File: config.mk
export PLATFORM = sky130hd
export DESIGN_NAME = norm_lut_arbiter
export DESIGN_NICKNAME = d
export VERILOG_FILES = /design/src/rtl/norm_lut_arbiter_pkg.sv /design/src/rtl/norm_lut_arbiter_rr_priority_picker.sv /design/src/rtl/norm_lut_arbiter.sv
export SDC_FILE = /design/constraint.sdc
export NUM_CORES = 1
export LEC_CHECK = 0
export CAP_MARGIN = 40
export CORE_AREA = 2 2 95 97
export DETAILED_ROUTE_END_ITERATION = 7
export DIE_AREA = 0 0 97 99
export PLACE_DENSITY_LB_ADDON = 0.12
export SLEW_MARGIN = 10
export SYNTH_ARGS = -nofsm -noshare
export SYNTH_HDL_FRONTEND = slang
export SYNTH_SLANG_ARGS = --single-unit
File: constraint.sdc
create_clock -name clk -period 4.6 [get_ports clk]
set_input_delay 0.69 -clock clk [delete_from_list [all_inputs] [get_ports clk]]
set_output_delay 0.69 -clock clk [all_outputs]
set_load 0.02 [all_outputs]
File: src/rtl/norm_lut_arbiter_pkg.sv
// ============================================================================
// Module      : norm_lut_arbiter_pkg
// Description : Shared FSM encoding and statistics width for norm_lut_arbiter.
// Revision    : 1.0 - initial release
// ============================================================================
`default_nettype none

package norm_lut_arbiter_pkg;

    typedef enum logic {
        ST_IDLE   = 1'b0,
        ST_LOCKED = 1'b1
    } arb_state_e;

    localparam int STAT_WIDTH = 32;

endpackage

`default_nettype wire

File: src/rtl/norm_lut_arbiter_rr_priority_picker.sv
// ============================================================================
// Module      : rr_priority_picker
// Description : Combinational round-robin pick: first set request at or above
//               the pointer (wrapping), returned as a one-hot grant.
// Revision    : 1.0 - initial release
// ============================================================================
`default_nettype none

module rr_priority_picker #(
    parameter int NUM_REQ = 4,
    parameter int PTR_W   = 2
) (
    input  logic [NUM_REQ-1:0] req,
    input  logic [PTR_W-1:0]   ptr,
    output logic [NUM_REQ-1:0] grant
);

    logic             w_found;
    logic [PTR_W-1:0] w_idx;

    always_comb begin
        grant   = '0;
        w_found = 1'b0;
        w_idx   = '0;
        for (int k = 0; k < NUM_REQ; k++) begin
            w_idx = PTR_W'((int'(ptr) + k) % NUM_REQ);
            if (!w_found && req[w_idx]) begin
                grant[w_idx] = 1'b1;
                w_found      = 1'b1;
            end
        end
    end

endmodule

`default_nettype wire

File: src/rtl/norm_lut_arbiter.sv
// ============================================================================
// Module      : norm_lut_arbiter
// Description : Round-robin, burst-locking arbiter in front of a shared LUT ROM
//               with a 2-cycle response path. Optional per-requester grant
//               counters enabled by `define NORM_LUT_ARB_STATS_EN.
// Revision    : 1.0 - initial release
// ============================================================================
`default_nettype none

module norm_lut_arbiter
    import norm_lut_arbiter_pkg::*;
#(
    parameter int NUM_REQ    = 4,
    parameter int ADDR_WIDTH = 6,
    parameter int DATA_WIDTH = 16
) (
    input  logic                          clk,
    input  logic                          reset,
    input  logic [NUM_REQ-1:0]            req_valid,
    input  logic [NUM_REQ*ADDR_WIDTH-1:0] req_addr,
    input  logic [NUM_REQ-1:0]            req_last,
    output logic [NUM_REQ-1:0]            req_ready,
    output logic [ADDR_WIDTH-1:0]         rom_address,
    output logic                          rom_enable,
    input  logic [DATA_WIDTH-1:0]         rom_data,
    output logic [NUM_REQ-1:0]            resp_valid,
    output logic [DATA_WIDTH-1:0]         resp_data,
    output logic [NUM_REQ*STAT_WIDTH-1:0] stat_grant_cnt
);

    localparam int PTR_W = (NUM_REQ > 1) ? $clog2(NUM_REQ) : 1;
    localparam logic [NUM_REQ-1:0] C_ONE = NUM_REQ'(1);

    arb_state_e             r_state, w_state_nxt;
    logic [PTR_W-1:0]       r_rr_ptr, w_rr_ptr_nxt;
    logic [PTR_W-1:0]       r_owner, w_owner_nxt;
    logic [NUM_REQ-1:0]     w_pick_grant;
    logic [NUM_REQ-1:0]     w_owner_oh;
    logic [NUM_REQ-1:0]     w_grant;
    logic [PTR_W-1:0]       w_gidx;
    logic                   w_accept;
    logic                   w_sel_last;
    logic [ADDR_WIDTH-1:0]  w_sel_addr;
    logic [ADDR_WIDTH-1:0]  r_rom_addr_hold;
    logic                   r_p1_valid, r_p2_valid;
    logic [PTR_W-1:0]       r_p1_idx, r_p2_idx;
    logic [DATA_WIDTH-1:0]  r_resp_data;

    rr_priority_picker #(
        .NUM_REQ (NUM_REQ),
        .PTR_W   (PTR_W)
    ) u_picker (
        .req   (req_valid),
        .ptr   (r_rr_ptr),
        .grant (w_pick_grant)
    );

    assign w_owner_oh = C_ONE << r_owner;

    always_ff @(posedge clk or negedge reset) begin
        if (!reset) begin
            r_state  <= ST_IDLE;
            r_rr_ptr <= '0;
            r_owner  <= '0;
        end else begin
            r_state  <= w_state_nxt;
            r_rr_ptr <= w_rr_ptr_nxt;
            r_owner  <= w_owner_nxt;
        end
    end

    always_comb begin
        w_state_nxt  = r_state;
        w_rr_ptr_nxt = r_rr_ptr;
        w_owner_nxt  = r_owner;
        w_grant      = '0;
        w_gidx       = '0;
        case (r_state)
            ST_IDLE:   w_grant = w_pick_grant;
            ST_LOCKED: w_grant = req_valid & w_owner_oh;
            default:   w_grant = '0;
        endcase
        // Nothing is accepted while reset is asserted.
        if (!reset) begin
            w_grant = '0;
        end
        for (int i = 0; i < NUM_REQ; i++) begin
            if (w_grant[i]) begin
                w_gidx = PTR_W'(i);
            end
        end
        w_accept   = |w_grant;
        w_sel_last = req_last[w_gidx];
        w_sel_addr = req_addr[w_gidx*ADDR_WIDTH +: ADDR_WIDTH];
        if (w_accept) begin
            if (r_state == ST_IDLE && !w_sel_last) begin
                w_state_nxt = ST_LOCKED;
                w_owner_nxt = w_gidx;
            end else if (r_state == ST_LOCKED && w_sel_last) begin
                w_state_nxt = ST_IDLE;
            end
            if (w_sel_last) begin
                w_rr_ptr_nxt = (w_gidx == PTR_W'(NUM_REQ - 1)) ? '0 : w_gidx + PTR_W'(1);
            end
        end
    end

    assign req_ready   = w_grant;
    assign rom_enable  = w_accept;
    assign rom_address = w_accept ? w_sel_addr : r_rom_addr_hold;

    // Index/valid ride alongside the ROM read: stage 1 = ROM cycle, stage 2 = output register.
    always_ff @(posedge clk or negedge reset) begin
        if (!reset) begin
            r_rom_addr_hold <= '0;
            r_p1_valid      <= 1'b0;
            r_p1_idx        <= '0;
            r_p2_valid      <= 1'b0;
            r_p2_idx        <= '0;
            r_resp_data     <= '0;
        end else begin
            if (w_accept) begin
                r_rom_addr_hold <= w_sel_addr;
            end
            r_p1_valid <= w_accept;
            r_p1_idx   <= w_gidx;
            r_p2_valid <= r_p1_valid;
            r_p2_idx   <= r_p1_idx;
            if (r_p1_valid) begin
                r_resp_data <= rom_data;
            end
        end
    end

    assign resp_valid = r_p2_valid ? (C_ONE << r_p2_idx) : '0;
    assign resp_data  = r_resp_data;

`ifdef NORM_LUT_ARB_STATS_EN
    generate
        for (genvar gi = 0; gi < NUM_REQ; gi++) begin : g_stat_cnt
            logic [STAT_WIDTH-1:0] r_cnt;
            always_ff @(posedge clk or negedge reset) begin
                if (!reset) begin
                    r_cnt <= '0;
                end else if (w_grant[gi] && (r_cnt != {STAT_WIDTH{1'b1}})) begin
                    r_cnt <= r_cnt + STAT_WIDTH'(1);
                end
            end
            assign stat_grant_cnt[gi*STAT_WIDTH +: STAT_WIDTH] = r_cnt;
        end
    endgenerate
`else
    assign stat_grant_cnt = '0;
`endif

endmodule

`default_nettype wire

==> results of run 1 <==
-- where the power goes --
part	total (uW)	internal, uW	switching, uW	leakage (uW)
registers	542	439	103	0.000390
logic	1570	722	845	0.00135
clock network	279	177	103	0.0000585
total	2390	1340	1050	0.00180
-- Yosys cell counts, drive strengths merged, types with 4 or more instances --
library cell	number
inv	10
nor2	10
nand2	25
nor3b	5
mux2i	7
o211ai	7
dfrtp	33
a31oi	6
buf	132
clkbuf	4
ha	9
o21ai	8
mux2	20
-- cell type report --
cell class / count / area, um^2 / area share
multi-input combinational: 258 / 1530 / 0.425
sequential: 33 / 826 / 0.229
timing repair buffer: 100 / 957 / 0.266
clock inverter: 1 / 30.0 / 0.00833
inverter: 10 / 37.5 / 0.0104
tap: 108 / 135 / 0.0375
clock buffer: 7 / 86.3 / 0.0240
-- registers in the layout, indices dropped and copies added (netlist names) --
register	count
r_owner	2
r_p1_idx	2
r_p1_valid	1
r_p2_idx	2
r_p2_valid	1
r_rom_addr_hold	6
r_rr_ptr	2
r_state	1
resp_data	16
-- stage by stage --
stage / power [uW] / cells / setup TNS (ns) / area [um^2] / worst slack (ns)
finish: 2390 / 517 / 0 / 3600 / 0.368
detailed placement: 2130 / 509 / -0.273 / 3460 / -0.0700
global placement: 2130 / 508 / -1.29 / 3450 / -0.257
global route: 2560 / 517 / 0 / 3600 / 0.150
floorplan: 1580 / 437 / 0 / 3380 / 1.00
CTS: 2420 / 517 / 0 / 3580 / 0.0115
-- layer usage --
| metal | GRT usage | wire length (um) |
|---|---|---|
| met5 | 0 | 0 |
| met1 | 0.149 | 2480 |
| met3 | 0.0284 | 588 |
| met4 | 0.0358 | 64 |
| met2 | 0.205 | 3020 |
-- worst max path at each step --
stage,slack (ns),cells after the start,endpoint
floorplan,1.0,12,rom_address[2]
global placement,-0.26,11,rom_address[4]
detailed placement,-0.07,12,rom_address[1]
CTS,0.01,12,rom_address[4]
global route,0.15,12,rom_address[1]
finish,0.37,10,rom_enable
-- repair_timing --
| action | 4_1_cts | 5_1_grt |
|---|---|---|
| buffers inserted | 0 | 0 |
| endpoints found under the setup margin | 6 | 5 |
| hold buffers | 0 | 0 |
| gates resized for setup | 3 | 6 |
-- cell families (layout without fill, tap and decap cells) --
kind of cell | Yosys count | after routing
AOI/OAI and AO/OA | 39 | 39
adders and majority gates | 9 | 9
buffers and inverters | 146 | 118
DFF | 33 | 33
muxes | 30 | 30
other | 1 | 128
and+or+nand+nor | 52 | 52
-- placed cells by master (no fill, tap or decap), types with 2 or more instances in the layout --
cell type and instances:
a21boi_0 3, a21o_1 3, a22o_1 2, a31oi_1 6, and3b_1 3, buf_4 20
clkbuf_8 6, clkdlybuf4s50_1 73, conb_1 128, dfrtp_1 33, dlymetal6s2s_1 5, ha_1 9
inv_1 9, mux2_2 19, mux2i_1 7, mux4_2 3, nand2_1 25, nand3_1 3
nor2_1 10, nor3b_1 4, o211ai_1 7, o21ai_0 7, o311ai_2 2, o31ai_1 2
-- worst max-delay path, stage by stage --
cell and delay, ns:
clkdlybuf4s50_1 0.50, buf_4 0.18, mux4_2 0.50, nor3b_2 0.25
a21o_1 0.16, o311ai_2 0.13, buf_4 0.21, nand4_2 0.08
buf_4 0.19, clkdlybuf4s50_1 0.63
==> results.sh, run 1 <==
export IMPL_report_final_slew_viol_count=0
export IMPL_finalSetupViolCount=0
export IMPL_antenna_found_initial=0
export IMPL_yosysSeqAreaShare=0.284
export IMPL_grt_max_degree=33
export IMPL_postSynthCellCount=310
export IMPL_synth_flop_cell="dfrtp_1"
export IMPL_io_pins=209
export IMPL_die_w_um=97
export IMPL_powerDensity_nw_per_um2=663
export IMPL_p_leak_uw=0.00180
export IMPL_hold_slack_ns=0.244
export IMPL_synth_top_family_by_area="buffers and inverters"
export IMPL_async_reset_ff_frac=1.00
export IMPL_cts_root_buf="clkbuf_8"
export IMPL_rsz0062_at_grt="false"
export IMPL_crit_required_ns=3.91
export IMPL_drive_above_1_share=0.144
export IMPL_place_congestion=0.824
export IMPL_start_util=0.340
export IMPL_crit_arrival_ns=3.54
export IMPL_synth_mux_area_frac=0.125
export IMPL_clk_path_buf_depth=2
export IMPL_numCtsBuffers=5
export IMPL_syn_area_per_cell_um2=9.38
export IMPL_ctsHtreeMaxLevel=2
export IMPL_timing_rr_end="r_state"
export IMPL_post_route_util=0.421
export IMPL_max_freq_mhz=236
export IMPL_max_cap_violations=0
export IMPL_slew_headroom=0.552
export IMPL_critPathMaxFanout=14
export IMPL_cts_tree="built"
export IMPL_post_drt_wl_per_cell_um=11.9
export IMPL_overflow=0
export IMPL_synth_xor_area_frac=0
export IMPL_synth_top_area_share=0.330
export IMPL_reg2reg_slack_ns=1.01
export IMPL_clkLatencyLatePin_ns=0.28
export IMPL_critPathCaptureType="output port"
export IMPL_synthAdderAreaFrac=0.0387
export IMPL_diodes=0
export IMPL_r2r_start="r_rr_ptr[0]"
export IMPL_crit_start="req_valid[3]"
export IMPL_fin_crit_ns=4.23
export IMPL_synth_simple_area_share=0.0873
export IMPL_vias=2050
export IMPL_yosys_area_top_type="buf_4"
export IMPL_die_area_um2=9600
export IMPL_yosysWarnings=0
export IMPL_dp_hpwl_um=5050
export IMPL_synth_seq_cells=33
export IMPL_area_delta_synth_final_pct=23.9
export IMPL_outcome="finished clean"
export IMPL_first_pass_iters=4
export IMPL_post_route_drc_count=0
export IMPL_finalHoldViolations=0
export IMPL_first_iter_violations=54
export IMPL_start_kind="input pin"
export IMPL_path_class="in -> out"
export IMPL_grt_pass1_vias=1771
export IMPL_ant_nets=0
export IMPL_portBuffers=80
export IMPL_vdd_drop_max_mv=0.182
export IMPL_die_h_um=99
export IMPL_grt_pass1_wl_um=9180
export IMPL_reg2regPathDepth=14
export IMPL_synth_area_um2=2910
export IMPL_post_drt_via_cell_ratio=3.97
export IMPL_tightest_slew_ns=0.673
export IMPL_synth_edf_count=0
export IMPL_num_rows=34
export IMPL_synth_cell_types=40
export IMPL_period_share=0.920
export IMPL_hold_path_class="in -> async"
export IMPL_wirelength_um=6150
export IMPL_grt_use_total=0.119
export IMPL_core_area_um2=8550
export IMPL_synth_compound_area_share=0.104
export IMPL_synth_area_top_cells="buf_4 (33%), dfrtp_1 (28%), mux2_2 (7.4%), ha_1 (3.9%), nand2_1 (3.2%)"
export IMPL_fill_cells=883
export IMPL_cts_clk_slew_worst_paths_ns=0.07
export IMPL_skew_ns=0.00602
export IMPL_fin_nets=467
export IMPL_cts_sinks=33
(Power assumes the default switching activity.)
==> inputs of run 2 (changes only) <==
--- a/config.mk
+++ b/config.mk
@@ -7,2 +7,3 @@
 export LEC_CHECK = 0
+export ABC_CLOCK_PERIOD_IN_PS = 4600
 export CAP_MARGIN = 40
--- a/constraint.sdc
+++ b/constraint.sdc
@@ -3,2 +3,2 @@
 set_output_delay 0.69 -clock clk [all_outputs]
-set_load 0.02 [all_outputs]
+set_load 0.005 [all_outputs]
==> results.sh, run 2 (same netlist as run 1, synthesis figures left out) <==
export IMPL_outcome="finished clean"
export IMPL_cts_clk_slew_worst_paths_ns=0.07
export IMPL_slew_headroom=0.545
export IMPL_path_buf_inv=4
export IMPL_finalHoldViolations=0
export IMPL_crit_slowest_cell="clkdlybuf4s50_1"
export IMPL_p_leak_uw=0.00177
export IMPL_die_area_um2=9600
export IMPL_m1WireLength_um=2480
export IMPL_report_final_slew_viol_count=0
export IMPL_skew_ns=0.00244
export IMPL_fill_cells=868
export IMPL_path_cells="inv_1 -> ha_1 -> mux4_2 -> buf_4 -> nand2_1 -> o21ai_0 -> o311ai_2 -> buf_4 -> mux2i_1 -> nand2_1 -> o211ai_1 -> a31oi_1 -> clkdlybuf4s50_1"
export IMPL_largest_reg_flops=16
export IMPL_max_freq_mhz=238
export IMPL_netSwitchingPower_uw=795
export IMPL_path_class="reg -> out"
export IMPL_start_kind="flip-flop"
export IMPL_post_drt_via_cell_ratio=4.01
export IMPL_max_cap_violations=0
export IMPL_antenna_found_initial=0
export IMPL_place_congestion=0.770
export IMPL_tightest_slew_ns=0.683
export IMPL_crit_arrival_ns=3.51
export IMPL_vias=2062
export IMPL_cts_root_buf="clkbuf_8"
export IMPL_grt_max_degree=32
export IMPL_rsz0062_at_grt="false"
export IMPL_crit_required_ns=3.91
export IMPL_p_int_uw=1290
export IMPL_num_rows=34
export IMPL_finalNonFillerCells=514
export IMPL_portBuffers=80
export IMPL_fin_crit_ns=4.20
export IMPL_critPathCaptureType="output port"
export IMPL_period_share=0.914
export IMPL_switching_share=0.381
export IMPL_start_util=0.340
export IMPL_die_w_um=97
export IMPL_diodes=0
export IMPL_setup_ws_ns=0.396
export IMPL_numCtsBuffers=5
export IMPL_cts_tree="built"
export IMPL_hold_slack_ns=0.248
export IMPL_powerDensity_nw_per_um2=590
export IMPL_die_h_um=99
export IMPL_hold_path_class="in -> async"
export IMPL_cts_sinks=33
export IMPL_first_iter_violations=39
export IMPL_post_route_drc_count=0
export IMPL_clkPwrFrac=0.101
export IMPL_fin_nets=464
export IMPL_wirelength_um=6210
export IMPL_power_frac_seq=0.261
export IMPL_area_delta_synth_final_pct=21.7
export IMPL_cpPeakStageDelay_ns=0.55
export IMPL_io_pins=209
export IMPL_clk_path_buf_depth=2
export IMPL_finalSetupViolCount=0
export IMPL_ant_nets=0
export IMPL_mostFrequentLayoutCells="conb_1 (128), clkdlybuf4s50_1 (75), dfrtp_1 (33), nand2_1 (25), mux2_2 (19)"
export IMPL_drive_above_1_share=0.135
export IMPL_grt_pass1_wl_um=9380
export IMPL_top_layer="met4"
export IMPL_grt_use_total=0.120
export IMPL_p_comb_frac=0.639
export IMPL_post_drt_wl_per_cell_um=12.1
export IMPL_ctsHtreeMaxLevel=2
export IMPL_dp_hpwl_um=5080
export IMPL_grt_pass1_vias=1836
export IMPL_post_route_util=0.414
export IMPL_met2_length_um=3170
export IMPL_overflow=0
export IMPL_crit_family="buffers and inverters"
export IMPL_first_pass_iters=4
export IMPL_core_area_um2=8550
export IMPL_dp_slack_ns=0.0327
export IMPL_dr_wl_met3_um=545
export IMPL_clkLatencyLatePin_ns=0.27
export IMPL_dp_cells=504
export IMPL_critPathMaxFanout=6
export IMPL_vdd_drop_max_mv=0.208
export IMPL_setup_tns_ns=0
export IMPL_layout_commonest_cell="conb_1"
[run 2: worst paths after layout]
path	from	end	slack, ns	cells after the start
worst max-delay path	r_rr_ptr[1]	rom_address[0]	0.40	13
worst min-delay path	reset	r_rr_ptr[0]	0.25	1
worst max register to register	r_rr_ptr[1]	r_state	0.98	15
worst min register to register	r_p1_idx[1]	r_p2_idx[1]	0.35	0
max in group asynchronous	reset	resp_data[13]	3.71	2
min in group clk	r_p1_idx[1]	r_p2_idx[1]	0.35	0
[run 2: repair_timing]
| action | 4_1_cts | 5_1_grt |
|---|---|---|
| buffers inserted | 0 | 2 |
| hold buffers | 0 | 0 |
| gates resized for setup | 0 | 6 |
| setup endpoints to repair | 0 | 6 |
| hold endpoints to repair | 0 | 0 |
[run 2: cell type report]
| cell class | count | area [um^2] | share of cell area |
|---|---|---|---|
| clock buffer | 6 | 72.6 | 0.0205 |
| timing repair buffer | 97 | 933 | 0.264 |
| tap | 108 | 135 | 0.0382 |
| clock inverter | 2 | 10.0 | 0.00283 |
| multi-input combinational | 258 | 1520 | 0.431 |
| sequential | 33 | 826 | 0.233 |
| inverter | 10 | 37.5 | 0.0106 |
[run 2: metal layers]
metal	global-route usage	up-vias
li1	-	977
met1	0.140	962
met2	0.220	121
met3	0.0333	2
met4	0.0293	0
met5	0	-
[run 2: power groups by stage]
stage | combinational (uW) | clock [uW] | sequential (uW)
after floorplan | 786 | 0 | 518
after global placement | 1320 | 0 | 546
after detailed placement | 1320 | 0 | 554
after CTS | 1320 | 222 | 548
after global routing | 1460 | 236 | 570
final | 1330 | 210 | 544
[run 2: metrics by stage]
stage | total power (uW) | area, um^2
after floorplan | 1300 | 3380
after global placement | 1860 | 3420
after detailed placement | 1870 | 3420
after CTS | 2090 | 3500
after global routing | 2260 | 3540
final | 2090 | 3540
